===== src/rtl/lsnn_neuron_scheduler.sv =====
// LSNN neuron scheduler: N_NEURONS adaptive leaky integrate-and-fire neurons
// time-multiplexed on a single update datapath. A tick starts one sweep that
// visits every neuron once, in index order. Each neuron holds a membrane value,
// an adaptation value and a single-use input current buffer.
module lsnn_neuron_scheduler #(
  parameter int N_NEURONS = 4,
  parameter int ALPHA     = 8,
  parameter int B0        = 8
) (
  input  logic                                         clk,
  // Active-high asynchronous reset (the name is historical).
  input  logic                                         rst_n,
  input  logic                                         cur_valid,
  input  logic [((N_NEURONS > 1) ? $clog2(N_NEURONS) : 1)-1:0] cur_idx,
  input  logic [7:0]                                   cur_data,
  output logic                                         cur_ready,
  input  logic                                         tick,
  output logic                                         busy,
  output logic                                         spike_valid,
  output logic [((N_NEURONS > 1) ? $clog2(N_NEURONS) : 1)-1:0] spike_idx,
  output logic                                         spike,
  output logic [7:0]                                   thr_out,
  output logic [N_NEURONS-1:0]                         spike_vec,
  output logic                                         done,
  output logic                                         tick_overrun
);

  localparam int IDXW = (N_NEURONS > 1) ? $clog2(N_NEURONS) : 1;

  localparam logic [IDXW-1:0] LAST_K = IDXW'(N_NEURONS - 1);
  localparam logic [IDXW:0]   N_EXT  = (IDXW + 1)'(N_NEURONS);
  localparam logic [7:0]      ALPHA_C = 8'(ALPHA);
  localparam logic [7:0]      B0_C    = 8'(B0);

  localparam logic [1:0] S_IDLE   = 2'd0;
  localparam logic [1:0] S_UPDATE = 2'd1;
  localparam logic [1:0] S_DONE   = 2'd2;

  // ---------------------------------------------------------------------------
  // Control state
  // ---------------------------------------------------------------------------
  logic [1:0]           state_q, state_d;
  logic [IDXW-1:0]      k_q, k_d;
  logic [N_NEURONS-1:0] spike_acc_q, spike_acc_d;
  logic [N_NEURONS-1:0] spike_vec_q;
  logic                 spike_valid_q;
  logic [IDXW-1:0]      spike_idx_q;
  logic                 spike_q;
  logic [7:0]           thr_q;
  logic                 overrun_q;

  logic in_idle;
  logic in_update;
  logic last_k;
  logic wr_en;
  logic idx_ok;

  assign in_idle   = (state_q == S_IDLE);
  assign in_update = (state_q == S_UPDATE);
  assign last_k    = (k_q == LAST_K);
  assign wr_en     = cur_valid && cur_ready;
  // Writes to indices beyond the last neuron are accepted but dropped.
  assign idx_ok    = ({1'b0, cur_idx} < N_EXT);

  // ---------------------------------------------------------------------------
  // Shared update datapath operating on the neuron selected by k_q
  // ---------------------------------------------------------------------------
  logic [7:0] v_all [N_NEURONS];
  logic [7:0] a_all [N_NEURONS];
  logic [7:0] i_all [N_NEURONS];

  logic [7:0] sel_v, sel_a, sel_i;
  logic [8:0] vn_sum, thr_sum, a_grow_sum;
  logic [7:0] vn, thr, a_grow, a_decay_raw, a_decay;
  logic       fire;
  logic [7:0] v_new, a_new;

  assign sel_v = v_all[k_q];
  assign sel_a = a_all[k_q];
  assign sel_i = i_all[k_q];

  // Leak, integrate, threshold and adapt; every addition saturates at 255.
  always_comb begin
    vn_sum      = {1'b0, sel_i} + 9'(sel_v >> 1);
    vn          = vn_sum[8] ? 8'hFF : vn_sum[7:0];
    thr_sum     = {1'b0, B0_C} + {1'b0, sel_a};
    thr         = thr_sum[8] ? 8'hFF : thr_sum[7:0];
    fire        = (vn >= thr);
    a_grow_sum  = {1'b0, sel_a} + 9'(sel_a >> 2);
    a_grow      = a_grow_sum[8] ? 8'hFF : a_grow_sum[7:0];
    // a/2 + a/4 never exceeds 190, so no saturation is needed on decay.
    a_decay_raw = (sel_a >> 1) + (sel_a >> 2);
    a_decay     = (a_decay_raw < ALPHA_C) ? ALPHA_C : a_decay_raw;
    v_new       = fire ? 8'd0 : vn;
    a_new       = fire ? a_grow : a_decay;
  end

  // ---------------------------------------------------------------------------
  // Per-neuron storage
  // ---------------------------------------------------------------------------
  genvar gi;
  generate
    for (gi = 0; gi < N_NEURONS; gi++) begin : g_neuron
      logic [7:0] v_q, a_q, i_q;
      logic       sel_upd;
      logic       sel_wr;

      assign sel_upd = in_update && (k_q == IDXW'(gi));
      assign sel_wr  = wr_en && idx_ok && (cur_idx == IDXW'(gi));

      // Neuron state takes the datapath result when visited; the current is
      // consumed on that visit and otherwise overwritten by accepted writes.
      always_ff @(posedge clk or posedge rst_n) begin
        if (rst_n) begin
          v_q <= 8'd0;
          a_q <= ALPHA_C;
          i_q <= 8'd0;
        end else begin
          if (sel_upd) begin
            v_q <= v_new;
            a_q <= a_new;
          end
          if (sel_upd) begin
            i_q <= 8'd0;
          end else if (sel_wr) begin
            i_q <= cur_data;
          end
        end
      end

      assign v_all[gi] = v_q;
      assign a_all[gi] = a_q;
      assign i_all[gi] = i_q;
    end
  endgenerate

  // ---------------------------------------------------------------------------
  // Sweep sequencing
  // ---------------------------------------------------------------------------

  // Next state, neuron counter and the spike accumulator for the running sweep.
  always_comb begin
    state_d     = state_q;
    k_d         = k_q;
    spike_acc_d = spike_acc_q;
    case (state_q)
      S_IDLE: begin
        if (tick) begin
          state_d     = S_UPDATE;
          k_d         = '0;
          spike_acc_d = '0;
        end
      end
      S_UPDATE: begin
        spike_acc_d[k_q] = fire;
        if (last_k) begin
          state_d = S_DONE;
          k_d     = '0;
        end else begin
          k_d = k_q + IDXW'(1);
        end
      end
      S_DONE: begin
        state_d = S_IDLE;
      end
      default: begin
        state_d = S_IDLE;
        k_d     = '0;
      end
    endcase
  end

  // Registers the FSM, per-neuron result stream, sweep spike vector and the
  // sticky overrun flag. spike_vec is loaded only from the final update, so an
  // aborted sweep never leaves a partial vector behind.
  always_ff @(posedge clk or posedge rst_n) begin
    if (rst_n) begin
      state_q       <= S_IDLE;
      k_q           <= '0;
      spike_acc_q   <= '0;
      spike_vec_q   <= '0;
      spike_valid_q <= 1'b0;
      spike_idx_q   <= '0;
      spike_q       <= 1'b0;
      thr_q         <= 8'd0;
      overrun_q     <= 1'b0;
    end else begin
      state_q       <= state_d;
      k_q           <= k_d;
      spike_acc_q   <= spike_acc_d;
      spike_valid_q <= in_update;
      if (in_update) begin
        spike_idx_q <= k_q;
        spike_q     <= fire;
        thr_q       <= thr;
      end
      if (in_update && last_k) begin
        spike_vec_q <= spike_acc_d;
      end
      if (tick && !in_idle) begin
        overrun_q <= 1'b1;
      end
    end
  end

  // Writes are only taken between sweeps and never while reset is held.
  assign cur_ready    = in_idle && !rst_n;
  assign busy         = !in_idle;
  assign done         = (state_q == S_DONE);
  assign spike_valid  = spike_valid_q;
  assign spike_idx    = spike_idx_q;
  assign spike        = spike_q;
  assign thr_out      = thr_q;
  assign spike_vec    = spike_vec_q;
  assign tick_overrun = overrun_q;

endmodule


===== config.mk =====
export PLATFORM = sky130hd
export DESIGN_NAME = lsnn_neuron_scheduler
export DESIGN_NICKNAME = d
export VERILOG_FILES = /design/src/rtl/lsnn_neuron_scheduler.sv
export SDC_FILE = /design/constraint.sdc
export NUM_CORES = 1
export LEC_CHECK = 0
export ABC_CLOCK_PERIOD_IN_PS = 10300
export CAP_MARGIN = 20
export CORE_MARGIN = 2
export CORE_UTILIZATION = 65
export DETAILED_ROUTE_END_ITERATION = 8
export PLACE_DENSITY = 0.86
export SKIP_CTS_REPAIR_TIMING = 1
export SYNTH_ARGS = -nofsm -noshare
export SYNTH_HDL_FRONTEND = slang
export SYNTH_SLANG_ARGS = --single-unit

===== constraint.sdc =====
create_clock -name clk -period 10.3 [get_ports clk]
set_clock_uncertainty 0.05 [all_clocks]
set_input_delay 2.06 -clock clk [delete_from_list [all_inputs] [get_ports clk]]
set_output_delay 2.06 -clock clk [all_outputs]
set_load 0.01 [all_outputs]

==> out/summary.md, run 1 <==
The run finished with clean final reports. The run gives 707 as the final-stage net count. The floorplan core area is 0.00933 mm2, and the clock tree buffer depth is 2.

The floorplan step defined a die boundary enclosing 0.0105 mm2. The post-detailed-route count of antenna-violating nets is 0. Sorting the synthesized cells by area gives the leading types as sky130_fd_sc_hd__dfrtp_1 (45%), sky130_fd_sc_hd__mux4_2 (8.2%), sky130_fd_sc_hd__o21ai_0 (8.2%), sky130_fd_sc_hd__ha_1 (6.4%), sky130_fd_sc_hd__nand2_1 (5.8%). Adding up every negative setup slack in the final design gives 0 ns. Final setup violation count: 0. TritonCTS built the clock tree. The clock slew at the register clock pins of the worst setup and hold paths works out to 0.06 ns. The synthesized netlist net count was 680. The tools report the via count of the first global-routing pass as 5351.

Dominant cell type by count on the critical path: sky130_fd_sc_hd__a21o_1. For the max-slew violation count, the log shows 0. The async set-reset flop share out of synthesis came out at 100%. The first TritonRoute pass finished after 5 iterations.

Of all cell types, the one taking the most synthesized area is sky130_fd_sc_hd__dfrtp_1. The mapped netlist covers 0.00629 mm2. After detailed routing, the total wire length is 16.1 mm. The congestion estimate from routability-driven global placement came to 0.918.

The achievable frequency is 168 MHz, and the logic depth of the worst setup path including buffers is 16. The post-detailed-route DRC marker count was 0. The pin count of the biggest net entering global routing is 64. Buffering stage count on the worst path with inverters included: 1. The family with the most delay on the worst path is compound AO/OA/AOI/OAI gates. Clock tree synthesis inserted a total of 17 buffers.

Summing the sequential cell areas from Yosys gives 46.2% of the chip area. The die span in x came out at 102 um. Measured against its own limit, the worst slew margin works out to 28.5%.

Global routing finished with a remaining overflow of 0. The tools report the I/O pin count as 34. Termination of the worst setup path: g_neuron[2].v_q[1]. The number of antenna diodes was 0; the count of port buffers added during placement was 33.

Row generation in the floorplan step produced 35 rows. Measured on the finished design, the core utilization comes to 78.3%. Instance area after placement: 0.00669 mm2. The tools report the initial antenna violation count as 0. For this run, the total global-route usage over all layers was measured as 33.3%. Tracing the worst setup path back leads to its startpoint at k_q[0]. In this run the critical register-to-register path is captured at g_neuron[2].v_q[1].

The synthesized design contains 116 register bits. A synthesized cell averages 9.97 um2. For the summed area of non-filler cells in the final layout, the log shows 0.00731 mm2. The path class of the lowest-slack min-delay path is reg -> reg.

Compared with the post-synthesis result, the final layout area differs by 16.1%. The clock tree synthesis step divided the H-tree into 4 levels. Traced cell by cell, the critical path runs through buf_4, mux4_2, ha_1, fa_1, a21o_1, a21oi_1, o21a_1, nor3_1, or2_2, ha_1, a21o_1, a21o_1, a21o_1, a21oi_2, o21ai_0, o21ai_0. Across the run, the number of max-cap violations was 0. CTS placed an instance of sky130_fd_sc_hd__clkbuf_8 at the clock tree root. Setup repair after global routing left no endpoint under its margin.

Counting distinct cell types in the post-synthesis netlist gives 53. The average wire length per cell after detail routing came out at 20.1 um. The most instantiated flip-flop cell in the synthesis netlist is sky130_fd_sc_hd__dfrtp_1. The worst setup path is captured at a register. For flop-to-flop paths, the worst setup slack is 4.35 ns. For this design, the slowest cell found on the critical path is sky130_fd_sc_hd__dfrtp_1.

In this run the critical register-to-register path is launched from k_q[0]. The pin slew with the least headroom to its limit is 1.07 ns, and the minimum clock period is 5.95 ns. The global-route wire length before repair is 26.3 mm. The share of cells above drive strength 1 came out at 12.5%. The wire-length estimate of the detail-placed layout is 10.3 mm. The logs give 116 for the total number of clock tree sinks and 556 for the count of filler cells inserted in the layout. The final route contains 5226 vias.

In this run, the number of DRC markers left after iteration 0 of detailed routing was 466. The final number of hold-violating endpoints was 0. After layout, the worst path uses 57.8% of the clock period.

The initial core utilization is 67.5%. Critical setup path kind: reg -> reg. The number of synthesized flops with an enable pin is 0.

The synthesized design devotes to its leading area cell type 44.5% of total area. In this design, the stage delay of the slowest critical-path cell is 0.90 ns. The y dimension of the die works out to 102 um. Yosys printed 0 warnings. Data on the critical path is required at its endpoint by 10.66 ns. At the later pin of the worst-skew pair, clock insertion delay measures 0.53 ns.

Number of instances in the synthesized netlist: 631. STA classifies the critical path startpoint as a register. The critical path arrival is 6.31 ns, and the number of cells on the worst reg-to-reg path is 16. After detailed routing, the number of vias per cell comes to 6.53. Of all nets on the critical path, the largest fanout is 17.
[through the flow]
step                instances  setup WS, ns  hold WS (ns)
CTS                       798          4.37         0.415
floorplan                 631          5.12         0.392
global placement          766          4.63         0.388
detailed placement        766          4.41         0.402
finish                    800          4.35         0.413
global route              800          3.91         0.427
[placed cells by master, fill, tap and decap left out, types with 12 or more instances in the layout]
cell,count
sky130_fd_sc_hd__a21oi_1,12
sky130_fd_sc_hd__ha_1,32
sky130_fd_sc_hd__inv_1,27
sky130_fd_sc_hd__clkbuf_16,16
sky130_fd_sc_hd__clkdlybuf4s50_1,33
sky130_fd_sc_hd__nor2_1,34
sky130_fd_sc_hd__mux4_2,23
sky130_fd_sc_hd__nand3_1,24
sky130_fd_sc_hd__nand2_1,97
sky130_fd_sc_hd__dfrtp_1,112
sky130_fd_sc_hd__a31oi_1,19
sky130_fd_sc_hd__o21ai_0,103
[cell families (layout without fill, tap and decap cells)]
| kind of cell | count (synthesis) | in the layout | share of synthesized area (%) |
|---|---|---|---|
| buffers and inverters | 60 | 100 | 3.82 |
| DFF | 116 | 116 | 46.2 |
| muxes | 27 | 27 | 8.91 |
| xor gates and xnor gates | 11 | 11 | 1.65 |
| adders and majority gates | 35 | 35 | 7.32 |
| and+or+nand+nor | 192 | 192 | 13.7 |
| AOI/OAI and AO/OA | 190 | 190 | 18.4 |
[state kept, by name, indices dropped and copies added (netlist names)]
signal and cells:
spike_idx 2, tick_overrun 1, thr_out 8, spike_vec 4
spike 1, state_q 2, k_q 2, g_neuron.i_q 32
spike_valid 1, g_neuron.a_q 32, g_neuron.v_q 28, spike_acc_q 3
[area by class of cell]
class | instances | area, um2 | share of cell area, %
timing repair buffer | 39 | 390 | 5.34
tap | 129 | 161 | 2.21
inverter | 29 | 111 | 1.52
clock inverter | 12 | 156 | 2.14
sequential | 116 | 2910 | 39.8
clock buffer | 20 | 435 | 5.96
multi-input combinational | 455 | 3140 | 43.0
[worst min-delay path by stage]
stage                    from              to  cells past startpoint
6_report         tick_overrun    tick_overrun                      1
5_1_grt          tick_overrun    tick_overrun                      1
4_1_cts          tick_overrun    tick_overrun                      1
3_5_place_dp     tick_overrun    tick_overrun                      1
3_3_place_gp     tick_overrun    tick_overrun                      1
2_1_floorplan  spike_acc_q[0]  spike_acc_q[0]                      2
[synthesized netlist by cell type (all sizes together) (2+ instances only)]
cell,instances
or2,5
o21ai,108
inv,29
o311ai,4
nand4,3
a211oi,6
mux2,2
nor4b,2
nand2,97
nand4b,2
xor2,4
fa,3
and3,4
o211ai,4
buf,8
a31oi,19
nand2b,5
dfstp,4
nand3,24
nor2b,5
nor3,6
xnor2,7
nor2,34
clkbuf,23
dfrtp,112
o21a,9
or3,2
a21oi,13
mux2i,2
o31ai,11
ha,32
mux4,23
a21o,11
[per-layer routing]
layer,GRT usage [%],wire length [um],vias up
li1,-,-,2316
met1,41.1,6170,2545
met2,55.3,8160,298
met3,8.21,1130,67
met4,16.4,634,0
met5,0,0,-
Power of run 1 is not shown: default switching activity piles up to over one toggle a cycle in this logic, so the estimate is an artifact.
==> run 2: changes to the inputs <==
--- a/config.mk
+++ b/config.mk
@@ -5,12 +5,12 @@
 export SDC_FILE = /design/constraint.sdc
 export NUM_CORES = 1
 export LEC_CHECK = 0
-export ABC_CLOCK_PERIOD_IN_PS = 10300
+export ABC_CLOCK_PERIOD_IN_PS = 6050
 export CAP_MARGIN = 20
 export CORE_MARGIN = 2
-export CORE_UTILIZATION = 65
+export CORE_UTILIZATION = 60
 export DETAILED_ROUTE_END_ITERATION = 8
-export PLACE_DENSITY = 0.86
+export PLACE_DENSITY = 0.8
 export SKIP_CTS_REPAIR_TIMING = 1
 export SYNTH_ARGS = -nofsm -noshare
 export SYNTH_HDL_FRONTEND = slang
==> constraint.sdc (replaced) <==
create_clock -name clk -period 6.05 [get_ports clk]
set_clock_uncertainty 0.05 [all_clocks]
set_input_delay 1.21 -clock clk [delete_from_list [all_inputs] [get_ports clk]]
set_output_delay 1.21 -clock clk [all_outputs]
set_load 0.01 [all_outputs]
==> run 2 against run 1 <==
  * Non-clock buffer count rose by 2
  * Global-route usage decreased by 3.8 points
  * Routed wire length fell by 4.6%
  * Flip-flop and latch count unchanged
  * Final area rose by 0.34%
  * Fmax rose by 15%
  * Final cell count is 1.1% higher
  * Critical endpoint is now g_neuron[3].v_q[5]
==> out/summary.md, run 2 (same netlist as run 1, synthesis figures left out) <==
The run finished with clean final reports. In this run the worst setup path begins at k_q[0]. The detailed-routed wire length on met2 was 8.00 mm.

For the pin with the worst max-slew slack, the measured transition is 1.03 ns. Max-cap violations in this run came to 0. The final-stage net count came out at 709.

The tree is rooted in a sky130_fd_sc_hd__clkbuf_8. The count of nets left with antenna violations once routing finished came out at 0. Die area: 0.0113 mm2.

The tools report the final number of hold-violating endpoints as 0. TritonCTS built the clock tree. TritonCTS created 17 clock buffers. For this block, the via count after detailed routing is 5097. Setup total negative slack on the finished layout was measured at 0 ns. The logs give 716 for the count of filler cells inserted in the layout and 0 for the max-slew violation count. The floorplan step set the die height to 106 um.

Required time at the worst-slack endpoint: 6.44 ns. For flop-to-flop paths, the worst setup slack is 0.87 ns. The library cell used most frequently in the layout, excluding fill and tap cells, is sky130_fd_sc_hd__dfrtp_1. The iteration count of the initial detailed-routing pass is 5, and the critical path arrival is 5.57 ns. The via count of the first global-routing pass was 5258. The number of cells on the worst hold path is 1.

The share of cells above drive strength 1 came out at 12.9%. The worst hold path endpoint was tick_overrun. The startpoint identified for the worst hold timing path is tick_overrun. The routed design has 15.3 mm of wire. For this run, the top clock speed supported by timing is 193 MHz. The remaining global-route overflow is 0, and the initial antenna violation count is 0.

The pin count of the biggest net entering global routing was 69; the number of levels in the clock H-tree was 4. The tightest min-delay check is of the reg -> reg type. Area added between synthesis and finish: 16.5%. The tools report the met3 wirelength from detailed routing as 878 um. For the initial core utilization, the log shows 61.5%. The total number of clock tree sinks came out at 116. In this run the top signal layer used is met4.

The floorplan has 37 rows. The ratio of routed vias to standard cells came out at 6.30. In this run the count of I/O pins placed on the die edge is 34.

The run gives 25.6 mm as the global-route wire length before repair. The largest registers in the layout are g_neuron.a_q: 32 flops, g_neuron.i_q: 32 flops, g_neuron.v_q: 28 flops. STA classifies the critical path startpoint as a register. The HPWL after detailed placement is 10.6 mm. The number of cells on the worst reg-to-reg path is 15. Number of design-rule violations left by the first detailed-router iteration: 462.

The worst setup path is captured at a register. The worst register-to-register path ends at g_neuron[3].v_q[5]. In the final routing, the length of wire on met1 measures 6.24 mm. The worst setup path is of the reg -> reg kind. Buffers placed on the I/O ports in this run total 33.

The worst pin sits at a relative slew slack of 31.1%. The final setup violation count was 0. The top cell types in the final layout, fill and taps aside, are sky130_fd_sc_hd__dfrtp_1 (112), sky130_fd_sc_hd__o21ai_0 (103), sky130_fd_sc_hd__nand2_1 (97), sky130_fd_sc_hd__nor2_1 (34), sky130_fd_sc_hd__clkdlybuf4s50_1 (33). The run gives 0.898 as the weighted congestion reported at the end of routability-driven placement. Setup repair after global routing left no endpoint under its margin. The die is 106 um wide.

The floorplan step defined a core boundary enclosing 0.0102 mm2. Counting I/O delays and the setup requirement, the final critical path takes 5.18 ns. After clock tree synthesis, the clock-pin slew on the worst setup and hold paths is 0.06 ns. The worst path uses 85.6% of the clock period. The repair_antennas step left the layout with diodes totalling 0.

The later pin in the worst-skew pair is clocked with a latency of 0.54 ns. The post-detailed-route DRC marker count was 0. In the final routed layout, each cell accounts on average for 19.0 um. Worst reg2reg path startpoint: k_q[0].

The run gives 29.5% as the global router's overall resource usage. In this run the worst path has a maximum fanout of 16. Counting along the longest clock path gives a buffer depth of 2.
[run 2: cell types whose count changed in the layout (fill, tap and decap cells not counted), sizes merged]
cell | previous run | this run
clkinv | 5 | 6
clkbuf | 20 | 19
inv | 29 | 31
buf | 6 | 8
clkinvlp | 4 | 2
[run 2: how the worst max path moves through the flow]
stage	to	slack, ns	cells past startpoint
4_1_cts	g_neuron[3].v_q[5]	0.91	15
6_report	g_neuron[3].v_q[5]	0.87	15
5_1_grt	g_neuron[3].v_q[1]	0.60	15
3_5_place_dp	g_neuron[2].v_q[5]	0.96	15
2_1_floorplan	g_neuron[0].a_q[6]	1.13	19
3_3_place_gp	g_neuron[1].v_q[5]	1.14	14
[run 2: layout make-up]
cell class | count | area (um2) | area share [%]
timing repair buffer | 41 | 410 | 5.60
inverter | 29 | 111 | 1.52
clock buffer | 19 | 432 | 5.89
tap | 136 | 170 | 2.32
sequential | 116 | 2910 | 39.7
clock inverter | 13 | 156 | 2.13
multi-input combinational | 455 | 3140 | 42.9
[run 2: metrics by stage]
step	util (%)	worst slack [ns]	std cells	hold slack, ns	area, um2
after global routing	71.7	0.596	809	0.433	7330
after floorplan	-	1.13	631	0.392	6290
after CTS	71.4	0.906	808	0.417	7300
final	71.7	0.873	809	0.413	7330
after detailed placement	65.6	0.955	776	0.404	6720
after global placement	65.6	1.14	776	0.393	6720
[run 2: worst max-delay path, stage by stage (launching register included)]
cell and delay (ns):
sky130_fd_sc_hd__dfrtp_1 0.51, sky130_fd_sc_hd__buf_4 0.26, sky130_fd_sc_hd__mux4_2 0.56, sky130_fd_sc_hd__fa_1 0.45
sky130_fd_sc_hd__a21o_1 0.18, sky130_fd_sc_hd__a21oi_1 0.26, sky130_fd_sc_hd__o21a_1 0.25, sky130_fd_sc_hd__nor3_1 0.11
sky130_fd_sc_hd__or2_2 0.32, sky130_fd_sc_hd__ha_1 0.31, sky130_fd_sc_hd__a21o_1 0.15, sky130_fd_sc_hd__a21o_1 0.17
sky130_fd_sc_hd__a21o_1 0.21, sky130_fd_sc_hd__a21oi_2 0.60, sky130_fd_sc_hd__o21ai_0 0.40, sky130_fd_sc_hd__o21ai_0 0.28
[run 2: metal layers]
layer | GRT usage, % | up-vias
li1 | - | 2328
met1 | 36.2 | 2535
met2 | 51.1 | 211
met3 | 7.23 | 23
met4 | 9.77 | 0
met5 | 0 | -
Power of run 2 is left out for the same reason.
